$ cat config.mk
export PLATFORM = sky130hd
export DESIGN_NAME = fifo_8bit_rd
export DESIGN_NICKNAME = d
export VERILOG_FILES = /design/src/rtl/fifo_8bit_rd.sv
export SDC_FILE = /design/constraint.sdc
export NUM_CORES = 1
export LEC_CHECK = 0
export BUFFER_PORTS_ARGS = -buffer_cell sky130_fd_sc_hd__buf_2
export CORE_ASPECT_RATIO = 1.4
export CORE_UTILIZATION = 40
export DETAILED_ROUTE_END_ITERATION = 12
export GPL_TIMING_DRIVEN = 1
export PLACE_DENSITY = 0.65
export SKIP_LAST_GASP = 1
export SLEW_MARGIN = 0
export SYNTH_ARGS = -nofsm -noshare
export SYNTH_HDL_FRONTEND = slang
export SYNTH_SLANG_ARGS = --single-unit
$ cat constraint.sdc
create_clock -name clk -period 4.5 [get_ports clk]
set_clock_uncertainty 0.15 [all_clocks]
set_input_delay 0.675 -clock clk [delete_from_list [all_inputs] [get_ports clk]]
set_output_delay 0.675 -clock clk [all_outputs]
set_load 0.005 [all_outputs]
$ cat src/rtl/fifo_8bit_rd.sv
// rtl/fifo_8bit_rd.sv - byte FIFO read side with registered output and valid strobe; FIFO_ERR_FLAGS_EN adds sticky ovf/udf
module fifo_8bit_rd #(
    parameter int WIDTH = 8,
    parameter int DEPTH = 8,
    parameter int AW    = 3
) (
    input  logic             clk,
    input  logic             rst_n,
    input  logic             we_n,
    input  logic [WIDTH-1:0] data_in,
    input  logic             re_n,
    output logic [WIDTH-1:0] data_out,
    output logic             valid,
    output logic             full,
    output logic             empty,
    output logic [AW:0]      count
`ifdef FIFO_ERR_FLAGS_EN
    ,
    output logic             ovf,
    output logic             udf
`endif
);

    logic [WIDTH-1:0] mem [DEPTH];
    logic [AW-1:0]    wr_ptr;
    logic [AW-1:0]    rd_ptr;
    logic [AW:0]      count_next;
    logic             wr_acc;
    logic             rd_acc;

    // A write into a full FIFO is still taken when a read frees a slot on the same edge.
    assign rd_acc = !re_n && !empty;
    assign wr_acc = !we_n && (!full || rd_acc);

    always_comb begin
        count_next = count;
        case ({wr_acc, rd_acc})
            2'b10:   count_next = count + {{AW{1'b0}}, 1'b1};
            2'b01:   count_next = count - {{AW{1'b0}}, 1'b1};
            default: count_next = count;
        endcase
    end

    always_ff @(posedge clk) begin
        if (wr_acc) begin
            mem[wr_ptr] <= data_in;
        end
    end

    always_ff @(posedge clk or negedge rst_n) begin
        if (!rst_n) begin
            wr_ptr   <= '0;
            rd_ptr   <= '0;
            count    <= '0;
            data_out <= '0;
            valid    <= 1'b0;
            full     <= 1'b0;
            empty    <= 1'b1;
        end else begin
            if (wr_acc) begin
                wr_ptr <= wr_ptr + {{(AW-1){1'b0}}, 1'b1};
            end
            if (rd_acc) begin
                data_out <= mem[rd_ptr];
                rd_ptr   <= rd_ptr + {{(AW-1){1'b0}}, 1'b1};
            end
            valid <= rd_acc;
            count <= count_next;
            full  <= (count_next == (AW+1)'(DEPTH));
            empty <= (count_next == '0);
        end
    end

`ifdef FIFO_ERR_FLAGS_EN
    always_ff @(posedge clk or negedge rst_n) begin
        if (!rst_n) begin
            ovf <= 1'b0;
            udf <= 1'b0;
        end else begin
            if (!we_n && full && !rd_acc) begin
                ovf <= 1'b1;
            end
            if (!re_n && empty) begin
                udf <= 1'b1;
            end
        end
    end
`endif

endmodule

After elaboration in Yosys (flattened, before gate mapping)
Memory sizes are Yosys's and may differ from the RTL's. A register that Yosys moved wholly into a read port is not among the register bits.
Cells that the tools add are included.
- add/subtract/negate cells: 4
- equality and inequality tests: 3
- mux-type cells: 3
- reduce and logical (&&, ||, !) cells: 9
- operators with widths (kind ; count):
    case mux 4 bit (2 select lines) ; 1
    adder 3 x 1 -> 3 bit (second input constant) ; 2
    logical NOT 1 bit ; 5
    adder 4 x 1 -> 4 bit (second input constant) ; 1
    == test 4 bit (second input constant) ; 1
    logical NOT 4 bit ; 1
    subtractor 4 x 1 -> 4 bit (second input constant) ; 1
    == test 2 x 1 -> 1 bit (second input constant) ; 1
    == test 2 bit (second input constant) ; 1
    logical AND 1 bit ; 2
    2-to-1 mux 1 bit ; 2
    logical OR 1 bit ; 1
- register bits after elaboration: 13
- RAM bits: 64
- input bits: 12
- output and inout bits: 15
- logic and storage cells: 26
- memories: 1
- memory list (name ; depth ; bits a word ; read ports ; clocked after memory_dff ; wr ports ; line ; RTL):
    mem ; 8 ; 8 ; 1 ; 1 ; 1 ; 24 ; logic [WIDTH-1:0] mem [DEPTH];

Logic depth before layout (Yosys ltp)
Gate-level depths: netlist (run 1).
- depth in word-level cells: 7
- depth in mapped cells: 11
- mapped depth without buffers: 10

Worst setup path before layout (run 1)
No wires, ideal clock.
- path type: input to register
- start point: in re_n
- end point: reg full
- library setup time: 119 ps
- data arrival time: 2813 ps
- required time: 4231 ps
- path slack: 1418 ps
- stages: 11
- buffers on the path: 1
- cells stage by stage: or2_2 a21oi_2 inv_1 ha_1 clkbuf_1 xor2_1 ha_1 a21oi_1 xor3_1 a31oi_1 o21ba_2
- cells in the longest elaborated chain, start to end: 7
- elaborated cells between the ends (all ways): 8
- those cells by class: eq/ne: 3; mux: 1; reduce/logical: 4
- ends and longest elaborated chain (what ; line ; RTL):
    start, declared ; 11 ; input logic re_n,
    logical NOT 1 bit * ; 32 ; assign rd_acc = !re_n && !empty;
    logical AND 1 bit * ; 32 ;
    logical OR 1 bit ; 33 ; assign wr_acc = !we_n && (!full || rd_acc);
    logical AND 1 bit ; 33 ;
    == test 2 x 1 -> 1 bit / == test 2 bit (equally long branches) ; 37 ; case ({wr_acc, rd_acc})
    case mux 4 bit (2 select lines) * ; 37 ;
    == test 4 bit * ; 69 ; full <= (count_next == (AW+1)'(DEPTH));
    end signal, assigned ; 69 ;
    end, declared ; 14 ; output logic full,
Every way passes the cells marked *; elsewhere a longest branch is shown, timed or not.
A chain may end at the register's enable or synchronous reset.

Final worst setup path (run 1)
- start point: reg empty
- end point: reg full
- cells in the longest elaborated chain, start to end: 7
- elaborated cells between the ends (all ways): 8
- those cells by class: eq/ne: 3; mux: 1; reduce/logical: 4
- ends and longest elaborated chain (what ; line ; RTL):
    start, declared ; 15 ; output logic empty,
    start signal, assigned ; 70 ; empty <= (count_next == '0);
    logical NOT 1 bit * ; 32 ;
    logical AND 1 bit * ; 32 ;
    logical OR 1 bit ; 33 ;
    logical AND 1 bit ; 33 ;
    == test 2 x 1 -> 1 bit / == test 2 bit (equally long branches) ; 37 ;
    case mux 4 bit (2 select lines) * ; 37 ;
    == test 4 bit * ; 69 ;
Marks and branches as above.

==> report_table.html, run 1 <==
<table>
<tr><th>Metric</th><th>Value</th></tr>
<tr><th colspan="2">Synth</th></tr>
<tr><td>Post-synthesis cell area</td><td>~3400 µm²</td></tr>
<tr><td>Cell with the most instances after synthesis</td><td>edfxtp_1</td></tr>
<tr><td>Net count of the mapped netlist</td><td>just over 200</td></tr>
<tr><td>Netlist cell types</td><td>35</td></tr>
<tr><td>YS warnings</td><td>0</td></tr>
<tr><td>Cell count after synthesis</td><td>about 190</td></tr>
<tr><td>Cell type with the largest total area after synthesis</td><td>edfxtp_1</td></tr>
<tr><td>Share of synthesized flip-flops with an asynchronous set or reset</td><td>0.247</td></tr>
<tr><td>Avg Synthesized Cell Area</td><td>18.5 µm²</td></tr>
<tr><td>Leading cell types by count after synthesis</td><td>edfxtp_1 (64), dfrtp_1 (20), nor2_1 (16)</td></tr>
<tr><td>Post-synthesis sequential element count</td><td>85</td></tr>
<tr><td>Number of enable-type register cells in the synthesized netlist</td><td>64</td></tr>
<tr><td>Area fraction of the dominant cell type after synthesis</td><td>0.560</td></tr>
<tr><td>Most common flop cell mapped by yosys</td><td>edfxtp_1</td></tr>
<tr><td>Proportion of synthesized chip area in sequential cells</td><td>0.713</td></tr>
<tr><td>Dominant cells by area after synthesis</td><td>edfxtp_1 (56%), dfrtp_1 (15%), mux4_2 (5.9%), mux4_1 (5.4%), mux2i_1 (2.3%)</td></tr>
<tr><th colspan="2">Detailed routing</th></tr>
<tr><td>Post-DR wirelength/cell</td><td>roughly 17 µm</td></tr>
<tr><td>Iteration count of the initial detailed-routing pass</td><td>4</td></tr>
<tr><td>First DRT Iteration DRCs</td><td>a little under 90</td></tr>
<tr><td>DRC errors left</td><td>0</td></tr>
<tr><td>Via count of the routed design</td><td>roughly 1.6k</td></tr>
<tr><td>Wl on met1</td><td>2.22 mm</td></tr>
<tr><td>Detail Route met3 WL</td><td>~220 µm</td></tr>
<tr><td>Post-detailed-route via-to-cell ratio</td><td>between 5 and 6</td></tr>
<tr><td>Total length of routed wires</td><td>about 5.5 mm</td></tr>
<tr><td>Antenna violation net count after detailed routing</td><td>0</td></tr>
<tr><td>Met2 routed wirelength</td><td>around 2.8 mm</td></tr>
<tr><td>Top routing layer in use</td><td>met4</td></tr>
<tr><th colspan="2">Global routing</th></tr>
<tr><td>Vias in the first global route</td><td>1625</td></tr>
<tr><td>Total overflow reported by the global router</td><td>0</td></tr>
<tr><td>Pin count of the biggest net entering global routing</td><td>22</td></tr>
<tr><td>Wire length of the first global-routing pass</td><td>between 8 and 9 mm</td></tr>
<tr><td>Initial antenna violation count</td><td>0</td></tr>
<tr><td>Global router's overall resource usage</td><td>0.140</td></tr>
<tr><th colspan="2">Floorplan</th></tr>
<tr><td>Core Footprint</td><td>~8200 µm²</td></tr>
<tr><td>Boundary pin count</td><td>27</td></tr>
<tr><td>Vertical extent of the die</td><td>~110 µm</td></tr>
<tr><td>Horizontal extent of the die</td><td>80.3 µm</td></tr>
<tr><td>Die Footprint</td><td>roughly 9000 µm²</td></tr>
<tr><td>Initial Util</td><td>0.416</td></tr>
<tr><td>Std cell rows</td><td>39</td></tr>
<tr><th colspan="2">Timing</th></tr>
<tr><td>Slew @ Worst Pin</td><td>~1000 ps</td></tr>
<tr><td>Minimum hold slack</td><td>about 140 ps</td></tr>
<tr><td>Max-slew violations</td><td>0</td></tr>
<tr><td>Post-layout minimum cycle time</td><td>3010 ps</td></tr>
<tr><td>Final clock period utilization by the worst path</td><td>0.670</td></tr>
<tr><td>Max Clock Freq</td><td>332 MHz</td></tr>
<tr><td>Fin Setup TNS</td><td>0 ps</td></tr>
<tr><td>Unrepaired setup endpoints after global routing</td><td>false</td></tr>
<tr><td>Final setup viols</td><td>0</td></tr>
<tr><td>Tightest slew margin relative to the limit</td><td>0.305</td></tr>
<tr><td>Number of hold violations in the final report</td><td>0</td></tr>
<tr><th colspan="2">Place</th></tr>
<tr><td>Count of buffers inserted at the top-level ports</td><td>26</td></tr>
<tr><td>Placed inst area</td><td>3650 µm²</td></tr>
<tr><td>Routability-driven placement congestion ratio</td><td>about 0.7</td></tr>
<tr><td>HPWL after DPL</td><td>3.51 mm</td></tr>
<tr><th colspan="2">Clock tree</th></tr>
<tr><td>Buffers inserted during post-CTS setup optimization</td><td>0</td></tr>
<tr><td>Hold_buf cts</td><td>0</td></tr>
<tr><td>Clock tree from TritonCTS</td><td>done</td></tr>
<tr><td>Number of buffers on the longest clock path</td><td>2</td></tr>
<tr><td>CTS resizes</td><td>0</td></tr>
<tr><td>Clock sink count</td><td>85</td></tr>
<tr><td>CTS H-tree lvls</td><td>3</td></tr>
<tr><td>Clock Pin Slew Worst Setup and Hold Paths</td><td>60 ps</td></tr>
<tr><td>Number of CTS-inserted buffers</td><td>9</td></tr>
<tr><td>Clock insertion delay at the later pin of the skew report</td><td>between 300 and 400 ps</td></tr>
<tr><td>Clock Root Buffer</td><td>clkbuf_16</td></tr>
<tr><th colspan="2">Hold path</th></tr>
<tr><td>Hold Crit Class</td><td>in -&gt; async</td></tr>
<tr><th colspan="2">Worst setup path</th></tr>
<tr><td>Kind of capture point of the worst setup path</td><td>flip-flop</td></tr>
<tr><td>Critical-path cell list</td><td>or2_2, clkinv_1, ha_1, xor2_1, ha_1, a21oi_1, xor3_1, a31oi_1, o21ba_2</td></tr>
<tr><td>Largest fanout on the critical path</td><td>21</td></tr>
<tr><td>Biggest cell delay along the critical path</td><td>about 530 ps</td></tr>
<tr><td>Most frequent CP cell</td><td>ha_1</td></tr>
<tr><td>Top delay family on crit path</td><td>adder cells</td></tr>
<tr><td>Type of the worst setup path</td><td>reg -&gt; reg</td></tr>
<tr><td>Critical path startpoint category</td><td>flip-flop</td></tr>
<tr><td>Data arrival time of the critical path</td><td>between 3000 and 4000 ps</td></tr>
<tr><td>Required time reported for the critical path endpoint</td><td>~4600 ps</td></tr>
<tr><td>Crit path buf inv count</td><td>1</td></tr>
<tr><td>Critical path's slowest cell</td><td>dfstp_2</td></tr>
<tr><th colspan="2">Power and ir drop</th></tr>
<tr><td>Share of total power in combinational logic</td><td>0.251</td></tr>
<tr><td>Total power consumption of the routed design</td><td>about 2.6 mW</td></tr>
<tr><td>Leak Pwr</td><td>roughly 1.5 nW</td></tr>
<tr><td>Portion of total power attributed to sequential cells</td><td>0.468</td></tr>
<tr><td>Switching power summed over all nets</td><td>0.750 mW</td></tr>
<tr><td>Internal power</td><td>1.85 mW</td></tr>
<tr><td>Switching share of power</td><td>0.288</td></tr>
<tr><td>Proportion of power drawn by the clock network</td><td>0.281</td></tr>
<tr><td>Peak ir drop on the vdd network</td><td>approximately 300 µV</td></tr>
<tr><td>Ratio of total power to cell area</td><td>about 660 nW/µm²</td></tr>
<tr><th colspan="2">Final layout</th></tr>
<tr><td>Layout cell share with drive strength beyond 1</td><td>0.270</td></tr>
<tr><td>Synthesis-to-finish area growth</td><td>14.9%</td></tr>
<tr><td>Final net count</td><td>between 200 and 250</td></tr>
<tr><td>Cell area after layout</td><td>3950 µm²</td></tr>
<tr><td>Antenna fix cells</td><td>0</td></tr>
<tr><th colspan="2">Outcome</th></tr>
<tr><td>Outcome</td><td>completed</td></tr>
<tr><th colspan="2">Run</th></tr>
<tr><td>Max cap viols</td><td>0</td></tr>
</table>
power by group through the flow:
stage	combinational, mW	sequential [mW]	clock [mW]
after floorplan	0.586	1.14	0
after global placement	0.656	1.24	0
after detailed placement	0.667	1.24	0
after CTS	0.671	1.23	0.750
after global routing	0.729	1.25	0.778
final	0.653	1.22	0.731
path summary, 6_finish.rpt:
kind                        endpoint      start  depth (start not counted)  slack [ps]
max                             full      empty                          9        1490
min                        rd_ptr[0]      rst_n                          1         140
min in group clk           wr_ptr[0]  wr_ptr[0]                          1         370
max in group asynchronous      empty      rst_n                          1        3710
min reg2reg                wr_ptr[0]  wr_ptr[0]                          1         370
max reg2reg                     full      empty                          9        1490
logic make-up after synthesis:
| family | synth area share |
|---|---|
| fa+ha+maj | 0.0182 |
| simple gates | 0.0499 |
| compound gates | 0.0259 |
| flops | 0.713 |
| mux | 0.146 |
| xor+xnor | 0.0273 |
| buf+inv | 0.0200 |
state kept, by name, indices dropped and copies added (netlist names):
register  flops
empty         1
valid         1
mem          64
full          1
rd_ptr        3
wr_ptr        3
count         4
data_out      8
placed cells by master (no fill, tap or decap), types with 4 or more instances in the layout:
cell type and instances:
nor2_1 16, xnor2_1 4, nand2_1 4, a21oi_1 10, ha_1 5, xor2_1 4
mux4_1 7, edfxtp_1 64, dfrtp_1 20, mux2i_1 8, nand2b_1 4, mux4_2 9
clkbuf_16 9, buf_2 26, nor3_1 4
metrics by stage:
| step | worst slack (ps) | utilization | cells |
|---|---|---|---|
| 6_report | 1490 | 0.479 | 324 |
| 5_1_grt | 1280 | 0.479 | 324 |
| 4_1_cts | 1430 | 0.479 | 324 |
| 3_5_place_dp | 1190 | 0.442 | 308 |
| 3_3_place_gp | 1240 | 0.442 | 308 |
| 2_1_floorplan | 1420 | - | 186 |
cell type report:
cell class / instances / area, µm²
Clock inverter: 6 / 61.3
Tap cell: 102 / 128
Sequential cell: 85 / 2450
Inverter: 2 / 7.51
Clock buffer: 10 / 239
Fill cell: 704 / 4300
Timing Repair Buffer: 28 / 145
Multi-Input combinational cell: 91 / 917
routing by layer:
metal / GRT usage / vias up
li1: - / 783
met1: 0.163 / 800
met2: 0.222 / 39
met3: 0.0295 / 12
met4: 0.111 / 0
met5: 0 / -
No activity file was read; power rests on OpenSTA's default activity.
==> inputs of run 2 (changes only) <==
Settings changed: ABC_AREA from default to 1, PLACE_DENSITY 0.65 to 0.67.
Clock period 4.5 ns to 2.43 ns, I/O delays scaled along.
==> report_table.html, run 2 <==
<table>
<tr><th>Metric</th><th>Value</th></tr>
<tr><th colspan="2">Place</th></tr>
<tr><td>Count of buffers inserted at the top-level ports</td><td>26 (unchanged)</td></tr>
<tr><td>Routability-driven placement congestion ratio</td><td>0.754 (was 0.684)</td></tr>
<tr><td>HPWL after DPL</td><td>4.27 mm (was 3.51 mm)</td></tr>
<tr><td>Cells after DPL</td><td>443 (was 308)</td></tr>
<tr><th colspan="2">Detailed routing</th></tr>
<tr><td>Post-DR wirelength/cell</td><td>14.8 µm (was 17.0 µm)</td></tr>
<tr><td>Via count of the routed design</td><td>2273 (was 1634)</td></tr>
<tr><td>Antenna violation net count after detailed routing</td><td>0 (unchanged)</td></tr>
<tr><td>Iteration count of the initial detailed-routing pass</td><td>4 (unchanged)</td></tr>
<tr><td>DRC errors left</td><td>0 (unchanged)</td></tr>
<tr><td>Post-detailed-route via-to-cell ratio</td><td>4.94 (was 5.04)</td></tr>
<tr><td>First DRT Iteration DRCs</td><td>141 (was 87)</td></tr>
<tr><td>Total length of routed wires</td><td>6.80 mm (was 5.50 mm)</td></tr>
<tr><th colspan="2">Worst setup path</th></tr>
<tr><td>Top delay family on crit path</td><td>simple AND/OR/NAND/NOR gates (was adder cells)</td></tr>
<tr><td>Largest fanout on the critical path</td><td>15 (was 21)</td></tr>
<tr><td>Destination of the worst register-to-register timing path</td><td>full (unchanged)</td></tr>
<tr><td>Critical-path cell list</td><td>nor2_4, buf_4, ha_1, nand2_1, inv_1, nor2_1, ha_1, a21oi_1, and2_1, o21ai_2, nand3_1, nor2_1 (was or2_2, clkinv_1, ha_1, xor2_1, ha_1, a21oi_1, xor3_1, a31oi_1, o21ba_2)</td></tr>
<tr><td>Startpoint of the lowest-slack register-to-register path</td><td>empty (unchanged)</td></tr>
<tr><td>Critical path startpoint category</td><td>flip-flop (unchanged)</td></tr>
<tr><td>Data arrival time of the critical path</td><td>2380 ps (was 3090 ps)</td></tr>
<tr><td>Kind of capture point of the worst setup path</td><td>flip-flop (unchanged)</td></tr>
<tr><td>Type of the worst setup path</td><td>reg -&gt; reg (unchanged)</td></tr>
<tr><td>Flop-to-flop setup slack</td><td>160 ps (was 1490 ps)</td></tr>
<tr><td>Biggest cell delay along the critical path</td><td>550 ps (was 530 ps)</td></tr>
<tr><td>Crit path buf inv count</td><td>2 (was 1)</td></tr>
<tr><td>Critical path's slowest cell</td><td>dfstp_2 (unchanged)</td></tr>
<tr><td>Required time reported for the critical path endpoint</td><td>2540 ps (was 4580 ps)</td></tr>
<tr><td>Startpoint of the worst setup timing path</td><td>empty (unchanged)</td></tr>
<tr><td>Logic depth of the worst register-to-register path</td><td>12 (was 9)</td></tr>
<tr><th colspan="2">Clock tree</th></tr>
<tr><td>Clock sink count</td><td>85 (unchanged)</td></tr>
<tr><td>Clock Pin Slew Worst Setup and Hold Paths</td><td>60 ps (about the same)</td></tr>
<tr><td>Number of CTS-inserted buffers</td><td>9 (unchanged)</td></tr>
<tr><td>Number of buffers on the longest clock path</td><td>2 (unchanged)</td></tr>
<tr><td>CTS H-tree lvls</td><td>3 (unchanged)</td></tr>
<tr><td>Clock insertion delay at the later pin of the skew report</td><td>330 ps (about the same)</td></tr>
<tr><td>Clock Root Buffer</td><td>clkbuf_16 (unchanged)</td></tr>
<tr><td>Clock tree from TritonCTS</td><td>done (unchanged)</td></tr>
<tr><th colspan="2">Timing</th></tr>
<tr><td>Max Clock Freq</td><td>441 MHz (was 332 MHz)</td></tr>
<tr><td>Fin Setup TNS</td><td>0 ps (unchanged)</td></tr>
<tr><td>Final clock period utilization by the worst path</td><td>0.933 (was 0.670)</td></tr>
<tr><td>Unrepaired setup endpoints after global routing</td><td>false (unchanged)</td></tr>
<tr><td>Number of hold violations in the final report</td><td>0 (unchanged)</td></tr>
<tr><td>Tightest slew margin relative to the limit</td><td>0.613 (was 0.305)</td></tr>
<tr><td>Post-layout minimum cycle time</td><td>2270 ps (was 3010 ps)</td></tr>
<tr><td>Final setup viols</td><td>0 (unchanged)</td></tr>
<tr><td>Max-slew violations</td><td>0 (unchanged)</td></tr>
<tr><td>Slew @ Worst Pin</td><td>581 ps (was 1040 ps)</td></tr>
<tr><th colspan="2">Synth</th></tr>
<tr><td>Cell type with the largest total area after synthesis</td><td>edfxtp_1 (unchanged)</td></tr>
<tr><td>Proportion of synthesized chip area in sequential cells</td><td>0.691 (was 0.713)</td></tr>
<tr><td>Leading cell types by count after synthesis</td><td>edfxtp_1 (64), nand2_1 (58), inv_1 (41) (was edfxtp_1 (64), dfrtp_1 (20), nor2_1 (16))</td></tr>
<tr><td>Share of synthesized flip-flops with an asynchronous set or reset</td><td>0.247 (unchanged)</td></tr>
<tr><td>Net count of the mapped netlist</td><td>328 (was 203)</td></tr>
<tr><td>Cell with the most instances after synthesis</td><td>edfxtp_1 (unchanged)</td></tr>
<tr><td>Netlist cell types</td><td>23 (was 35)</td></tr>
<tr><td>Avg Synthesized Cell Area</td><td>11.4 µm² (was 18.5 µm²)</td></tr>
<tr><td>Number of enable-type register cells in the synthesized netlist</td><td>64 (unchanged)</td></tr>
<tr><td>Area fraction of the dominant cell type after synthesis</td><td>0.543 (was 0.560)</td></tr>
<tr><td>Post-synthesis sequential element count</td><td>85 (unchanged)</td></tr>
<tr><td>YS warnings</td><td>0 (unchanged)</td></tr>
<tr><td>Most common flop cell mapped by yosys</td><td>edfxtp_1 (unchanged)</td></tr>
<tr><td>Post-synthesis cell area</td><td>3540 µm² (was 3430 µm²)</td></tr>
<tr><td>Cell count after synthesis</td><td>311 (was 186)</td></tr>
<tr><td>Dominant cells by area after synthesis</td><td>edfxtp_1 (54%), dfrtp_1 (14%), nand2_1 (6.1%), inv_1 (4.3%), nand3_1 (4.2%) (was edfxtp_1 (56%), dfrtp_1 (15%), mux4_2 (5.9%), mux4_1 (5.4%), mux2i_1 (2.3%))</td></tr>
<tr><th colspan="2">Power and ir drop</th></tr>
<tr><td>Peak ir drop on the vdd network</td><td>650 µV (was 304 µV)</td></tr>
<tr><td>Leak Pwr</td><td>1.74 nW (was 1.45 nW)</td></tr>
<tr><td>Proportion of power drawn by the clock network</td><td>0.258 (was 0.281)</td></tr>
<tr><td>Share of total power in combinational logic</td><td>0.310 (was 0.251)</td></tr>
<tr><td>Switching power summed over all nets</td><td>1.59 mW (was 0.750 mW)</td></tr>
<tr><td>Switching share of power</td><td>0.337 (was 0.288)</td></tr>
<tr><td>Internal power</td><td>3.13 mW (was 1.85 mW)</td></tr>
<tr><td>Ratio of total power to cell area</td><td>1140 nW/µm² (was 659 nW/µm²)</td></tr>
<tr><td>Portion of total power attributed to sequential cells</td><td>0.433 (was 0.468)</td></tr>
<tr><th colspan="2">Floorplan</th></tr>
<tr><td>Vertical extent of the die</td><td>113 µm (was 112 µm)</td></tr>
<tr><td>Boundary pin count</td><td>27 (unchanged)</td></tr>
<tr><td>Core Footprint</td><td>8610 µm² (was 8250 µm²)</td></tr>
<tr><td>Die Footprint</td><td>9240 µm² (was 8970 µm²)</td></tr>
<tr><td>Initial Util</td><td>0.411 (was 0.416)</td></tr>
<tr><td>Std cell rows</td><td>40 (was 39)</td></tr>
<tr><td>Horizontal extent of the die</td><td>81.5 µm (was 80.3 µm)</td></tr>
<tr><th colspan="2">Final layout</th></tr>
<tr><td>Final net count</td><td>367 (was 234)</td></tr>
<tr><td>Commonest non-fill, non-tap cells in the layout</td><td>edfxtp_1 (64), nand2_1 (58), inv_1 (41) (was edfxtp_1 (64), buf_2 (26), dfrtp_1 (20))</td></tr>
<tr><td>Area of all sequential standard cells</td><td>2450 µm² (unchanged)</td></tr>
<tr><td>Area of the multi-input gates</td><td>876 µm² (was 917 µm²)</td></tr>
<tr><td>Number of fill cells in the layout</td><td>775 (was 704)</td></tr>
<tr><td>Antenna fix cells</td><td>0 (unchanged)</td></tr>
<tr><td>Most frequent standard cell in the layout excluding fill and tap cells</td><td>edfxtp_1 (unchanged)</td></tr>
<tr><td>Synthesis-to-finish area growth</td><td>16.6% (was 14.9%)</td></tr>
<tr><td>Largest register by flop count</td><td>mem (unchanged)</td></tr>
<tr><td>Layout cell share with drive strength beyond 1</td><td>0.169 (was 0.270)</td></tr>
<tr><td>Biggest regs</td><td>mem: 64 flops, data_out: 8 flops, count: 4 flops (unchanged)</td></tr>
<tr><td>Post-route non-filler standard cell count</td><td>460 (was 324)</td></tr>
<tr><td>Largest register FFs</td><td>64 (unchanged)</td></tr>
<tr><th colspan="2">Hold path</th></tr>
<tr><td>Worst Hold Endpoint</td><td>mem[1][2]</td></tr>
<tr><td>Cells on Worst Hold Path</td><td>1</td></tr>
<tr><td>Hold Crit Class</td><td>in -&gt; reg (was in -&gt; async)</td></tr>
<tr><td>Worst hold path startpoint</td><td>data_in[2]</td></tr>
<tr><th colspan="2">Global routing</th></tr>
<tr><td>Vias in the first global route</td><td>2089 (was 1625)</td></tr>
<tr><td>Wire length of the first global-routing pass</td><td>10.6 mm (was 8.57 mm)</td></tr>
<tr><td>Pin count of the biggest net entering global routing</td><td>67 (was 22)</td></tr>
<tr><td>Initial antenna violation count</td><td>0 (unchanged)</td></tr>
<tr><td>Global router's overall resource usage</td><td>0.165 (was 0.140)</td></tr>
<tr><td>Total overflow reported by the global router</td><td>0 (unchanged)</td></tr>
<tr><th colspan="2">Run</th></tr>
<tr><td>Max cap viols</td><td>0 (unchanged)</td></tr>
<tr><th colspan="2">Outcome</th></tr>
<tr><td>Outcome</td><td>completed (unchanged)</td></tr>
</table>
-- run 2: cell types whose count changed in the layout (fill, tap and decap cells not counted), sizes merged, moves of 8 or more --
cell,change
nand2,+54
inv,+40
nand3,+30
o21ai,+19
mux4,-16
o211ai,+16
buf,+12
mux2i,-8
-- run 2: cell type report --
type | instances | share of cell area
multi-input combinational | 170 | 0.212
tap | 105 | 0.0318
clock buffer | 11 | 0.0588
clock inverter | 5 | 0.00636
sequential | 85 | 0.593
inverter | 43 | 0.0391
timing repair buffer | 41 | 0.0594
-- run 2: metal layers --
layer | part of all wire | global-route usage
met3 | 0.042 | 0.0395
met2 | 0.52 | 0.279
met1 | 0.41 | 0.190
met5 | 0 | 0
met4 | 0.029 | 0.0869
-- run 2: how the worst max path moves through the flow --
stage / to / slack, ps / cells past startpoint
after global placement: empty / 140 / 12
after global routing: full / 7 / 12
after floorplan: empty / 230 / 12
final: full / 160 / 12
after CTS: full / 80 / 12
after detailed placement: full / 70 / 12
-- run 2: kinds of logic (layout without fill, tap and decap cells) --
family                     after synthesis  after routing  share of synthesized area
and+or+nand+nor                        106            106                      0.128
xor gates and xnor gates                 5              5                     0.0124
DFF                                     85             85                      0.691
AOI/OAI and AO/OA                       54             54                     0.0883
adders and majority gates                5              5                     0.0177
buffers and inverters                   56            100                     0.0625
-- run 2: timing repair --
action,CTS,global route
endpoints found under the hold margin,20,0
gates resized for setup,0,2
buffers inserted,0,0
hold buffers,1,0
setup endpoints to repair,0,2
-- run 2: metrics by stage --
stage	setup WS, ps	hold WS (ps)	power, mW	area, µm²	utilization
global route	6.94	159	5.03	4130	0.480
floorplan	229	-81.1	3.05	3540	-
global placement	142	200	3.47	3850	0.447
CTS	79.8	129	4.76	4130	0.480
detailed placement	74.2	204	3.52	3850	0.447
finish	163	144	4.71	4130	0.480
-- run 2: power groups by stage --
stage / registers, mW / logic, mW / clock network (mW)
detailed placement: 2.07 / 1.45 / 0
global placement: 2.06 / 1.42 / 0
global route: 2.07 / 1.66 / 1.30
floorplan: 2.03 / 1.03 / 0
CTS: 2.04 / 1.46 / 1.25
finish: 2.04 / 1.46 / 1.22
==> inputs of run 3 (changes only) <==
Settings changed: CORE_UTILIZATION 40 to 53, PLACE_DENSITY 0.67 to 0.82.
==> report_table.html, run 3 (same netlist as run 2, synthesis figures left out) <==
<table>
<tr><th>Metric</th><th>Value</th></tr>
<tr><th colspan="2">Outcome</th></tr>
<tr><td>Outcome</td><td>finished, violations left (was completed)</td></tr>
<tr><td>Violations in the final reports</td><td>DRC</td></tr>
<tr><th colspan="2">Timing</th></tr>
<tr><td>Max-slew violations</td><td>0 (unchanged)</td></tr>
<tr><td>Number of hold violations in the final report</td><td>0 (unchanged)</td></tr>
<tr><td>Tightest slew margin relative to the limit</td><td>0.619 (was 0.613)</td></tr>
<tr><td>Unrepaired setup endpoints after global routing</td><td>false (unchanged)</td></tr>
<tr><td>Post-route setup slack</td><td>202 ps (was 163 ps)</td></tr>
<tr><td>Slew @ Worst Pin</td><td>571 ps (was 581 ps)</td></tr>
<tr><td>Final clock period utilization by the worst path</td><td>0.917 (was 0.933)</td></tr>
<tr><td>Post-layout minimum cycle time</td><td>2230 ps (was 2270 ps)</td></tr>
<tr><td>Max Clock Freq</td><td>449 MHz (was 441 MHz)</td></tr>
<tr><td>Fin Setup TNS</td><td>0 ps (unchanged)</td></tr>
<tr><td>Final setup viols</td><td>0 (unchanged)</td></tr>
<tr><th colspan="2">Power and ir drop</th></tr>
<tr><td>Switching power summed over all nets</td><td>1.53 mW (was 1.59 mW)</td></tr>
<tr><td>Internal power</td><td>2.90 mW (was 3.13 mW)</td></tr>
<tr><td>Share of total power in combinational logic</td><td>0.322 (was 0.310)</td></tr>
<tr><td>Ratio of total power to cell area</td><td>1100 nW/µm² (was 1140 nW/µm²)</td></tr>
<tr><td>Leak Pwr</td><td>1.70 nW (was 1.74 nW)</td></tr>
<tr><td>Switching share of power</td><td>0.345 (was 0.337)</td></tr>
<tr><td>Peak ir drop on the vdd network</td><td>485 µV (was 650 µV)</td></tr>
<tr><td>Portion of total power attributed to sequential cells</td><td>0.458 (was 0.433)</td></tr>
<tr><td>Proportion of power drawn by the clock network</td><td>0.220 (was 0.258)</td></tr>
<tr><th colspan="2">Worst setup path</th></tr>
<tr><td>Required time reported for the critical path endpoint</td><td>2570 ps (was 2540 ps)</td></tr>
<tr><td>Critical path's slowest cell</td><td>dfstp_2 (unchanged)</td></tr>
<tr><td>Largest fanout on the critical path</td><td>15 (unchanged)</td></tr>
<tr><td>Data arrival time of the critical path</td><td>2370 ps (was 2380 ps)</td></tr>
<tr><td>Flop-to-flop setup slack</td><td>200 ps (was 160 ps)</td></tr>
<tr><td>Type of the worst setup path</td><td>reg -&gt; reg (unchanged)</td></tr>
<tr><td>Critical-path cell list</td><td>nor2_4, buf_4, ha_2, nand2_1, inv_1, nor2_1, ha_1, a21oi_1, and2_1, o21ai_1, nand3_1, nor2_1 (was nor2_4, buf_4, ha_1, nand2_1, inv_1, nor2_1, ha_1, a21oi_1, and2_1, o21ai_2, nand3_1, nor2_1)</td></tr>
<tr><td>Crit path buf inv count</td><td>2 (unchanged)</td></tr>
<tr><td>Startpoint of the worst setup timing path</td><td>empty (unchanged)</td></tr>
<tr><td>Critical path startpoint category</td><td>flip-flop (unchanged)</td></tr>
<tr><td>Top delay family on crit path</td><td>simple AND/OR/NAND/NOR gates (unchanged)</td></tr>
<tr><td>Logic depth of the worst register-to-register path</td><td>12 (unchanged)</td></tr>
<tr><td>Last element of the critical path</td><td>empty (was full)</td></tr>
<tr><td>Kind of capture point of the worst setup path</td><td>flip-flop (unchanged)</td></tr>
<tr><td>Most frequent CP cell</td><td>nor2_1</td></tr>
<tr><td>Startpoint of the lowest-slack register-to-register path</td><td>empty (unchanged)</td></tr>
<tr><td>Destination of the worst register-to-register timing path</td><td>empty (was full)</td></tr>
<tr><td>Levels on crit path</td><td>12 (unchanged)</td></tr>
<tr><td>Biggest cell delay along the critical path</td><td>560 ps (was 550 ps)</td></tr>
<tr><th colspan="2">Detailed routing</th></tr>
<tr><td>Post-detailed-route via-to-cell ratio</td><td>5.38 (was 4.94)</td></tr>
<tr><td>First DRT Iteration DRCs</td><td>113 (was 141)</td></tr>
<tr><td>Antenna violation net count after detailed routing</td><td>0 (unchanged)</td></tr>
<tr><td>Top routing layer in use</td><td>met4 (unchanged)</td></tr>
<tr><td>Total length of routed wires</td><td>6.54 mm (was 6.80 mm)</td></tr>
<tr><td>DRC errors left</td><td>3 (was 0)</td></tr>
<tr><td>Post-DR wirelength/cell</td><td>15.3 µm (was 14.8 µm)</td></tr>
<tr><td>Via count of the routed design</td><td>2293 (was 2273)</td></tr>
<tr><td>Wl on met1</td><td>2.59 mm (was 2.78 mm)</td></tr>
<tr><td>Iteration count of the initial detailed-routing pass</td><td>8 (was 4)</td></tr>
<tr><td>Detail Route met3 WL</td><td>394 µm (was 288 µm)</td></tr>
<tr><td>Met2 routed wirelength</td><td>3.36 mm (was 3.54 mm)</td></tr>
<tr><th colspan="2">Place</th></tr>
<tr><td>Placed inst area</td><td>3790 µm² (was 3850 µm²)</td></tr>
<tr><td>Setup WS pre-CTS</td><td>26.3 ps (was 74.2 ps)</td></tr>
<tr><td>Count of buffers inserted at the top-level ports</td><td>26 (unchanged)</td></tr>
<tr><td>HPWL after DPL</td><td>4.09 mm (was 4.27 mm)</td></tr>
<tr><td>Routability-driven placement congestion ratio</td><td>0.844 (was 0.754)</td></tr>
<tr><th colspan="2">Hold path</th></tr>
<tr><td>Hold Crit Class</td><td>in -&gt; reg (unchanged)</td></tr>
<tr><th colspan="2">Floorplan</th></tr>
<tr><td>Die Footprint</td><td>7020 µm² (was 9240 µm²)</td></tr>
<tr><td>Boundary pin count</td><td>27 (unchanged)</td></tr>
<tr><td>Core Footprint</td><td>6340 µm² (was 8610 µm²)</td></tr>
<tr><td>Vertical extent of the die</td><td>98.7 µm (was 113 µm)</td></tr>
<tr><td>Std cell rows</td><td>34 (was 40)</td></tr>
<tr><td>Initial Util</td><td>0.559 (was 0.411)</td></tr>
<tr><td>Horizontal extent of the die</td><td>71.1 µm (was 81.5 µm)</td></tr>
<tr><th colspan="2">Final layout</th></tr>
<tr><td>Synthesis-to-finish area growth</td><td>13.3% (was 16.6%)</td></tr>
<tr><td>Commonest non-fill, non-tap cells in the layout</td><td>edfxtp_1 (64), nand2_1 (58), inv_1 (41) (unchanged)</td></tr>
<tr><td>Biggest regs</td><td>mem: 64 flops, data_out: 8 flops, count: 4 flops (unchanged)</td></tr>
<tr><td>Largest register by flop count</td><td>mem (unchanged)</td></tr>
<tr><td>Layout cell share with drive strength beyond 1</td><td>0.169 (about the same)</td></tr>
<tr><td>Number of fill cells in the layout</td><td>473 (was 775)</td></tr>
<tr><td>Most frequent standard cell in the layout excluding fill and tap cells</td><td>edfxtp_1 (unchanged)</td></tr>
<tr><td>Cell area after layout</td><td>4010 µm² (was 4130 µm²)</td></tr>
<tr><td>Largest register FFs</td><td>64 (unchanged)</td></tr>
<tr><td>Antenna fix cells</td><td>0 (unchanged)</td></tr>
<tr><td>Final net count</td><td>366 (was 367)</td></tr>
<tr><th colspan="2">Global routing</th></tr>
<tr><td>Wire length of the first global-routing pass</td><td>10.7 mm (was 10.6 mm)</td></tr>
<tr><td>Total overflow reported by the global router</td><td>0 (unchanged)</td></tr>
<tr><td>Vias in the first global route</td><td>2234 (was 2089)</td></tr>
<tr><td>Pin count of the biggest net entering global routing</td><td>67 (unchanged)</td></tr>
<tr><td>Initial antenna violation count</td><td>0 (unchanged)</td></tr>
<tr><td>Global router's overall resource usage</td><td>0.212 (was 0.165)</td></tr>
<tr><th colspan="2">Run</th></tr>
<tr><td>Max cap viols</td><td>0 (unchanged)</td></tr>
<tr><th colspan="2">Clock tree</th></tr>
<tr><td>Clock sink count</td><td>85 (unchanged)</td></tr>
<tr><td>Number of CTS-inserted buffers</td><td>9 (unchanged)</td></tr>
<tr><td>Number of buffers on the longest clock path</td><td>2 (unchanged)</td></tr>
<tr><td>CTS H-tree lvls</td><td>3 (unchanged)</td></tr>
<tr><td>Clock Pin Slew Worst Setup and Hold Paths</td><td>80 ps (was 60 ps)</td></tr>
<tr><td>Clock tree from TritonCTS</td><td>done (unchanged)</td></tr>
<tr><td>Clock insertion delay at the later pin of the skew report</td><td>360 ps (was 330 ps)</td></tr>
<tr><td>Clock Root Buffer</td><td>clkbuf_8 (was clkbuf_16)</td></tr>
</table>
[run 3: through the flow]
step           std cells  power (mW)  utilization  hold slack, ps
6_report             426        4.43        0.633             124
4_1_cts              425        4.46        0.631             104
5_1_grt              426        4.74        0.633             119
3_5_place_dp         408        3.48        0.598             200
2_1_floorplan        311        3.05            -           -81.1
3_3_place_gp         408        3.43        0.598             194
[run 3: metal layers]
layer	global-route usage	up-vias
met3	0.0491	16
met4	0.155	0
met1	0.251	1073
met2	0.337	75
met5	0	-
li1	-	1129
[run 3: layout make-up]
class | count | area (µm²) | share of cell area
clock buffer | 10 | 138 | 0.0343
sequential | 85 | 2450 | 0.610
inverter | 43 | 161 | 0.0402
timing repair buffer | 40 | 238 | 0.0592
clock inverter | 6 | 62.6 | 0.0156
tap | 72 | 90.1 | 0.0225
multi-input combinational | 170 | 875 | 0.218
[run 3: power by group through the flow]
stage | Sequential (mW) | Clock (mW) | Combinational, mW
final | 2.03 | 0.976 | 1.43
after global routing | 2.07 | 1.05 | 1.62
after CTS | 2.03 | 0.999 | 1.43
after detailed placement | 2.06 | 0 | 1.42
after global placement | 2.05 | 0 | 1.37
after floorplan | 2.03 | 0 | 1.03
[run 3: worst min-delay path by stage]
| stage | to | startpoint | depth (start not counted) | slack [ps] |
|---|---|---|---|---|
| 2_1_floorplan | count[0] | rst_n | 0 | -80 |
| 3_3_place_gp | count[0] | rst_n | 1 | 190 |
| 3_5_place_dp | count[0] | rst_n | 1 | 200 |
| 4_1_cts | mem[1][1] | data_in[1] | 1 | 100 |
| 5_1_grt | mem[1][1] | data_in[1] | 1 | 120 |
| 6_report | mem[1][1] | data_in[1] | 1 | 120 |
[run 3: timing repair]
item | 4_1_cts | 5_1_grt
setup endpoints to repair | 0 | 2
resized for setup | 0 | 2
endpoints found under the hold margin | 20 | 0
setup buffers | 0 | 1
hold buffers | 1 | 0
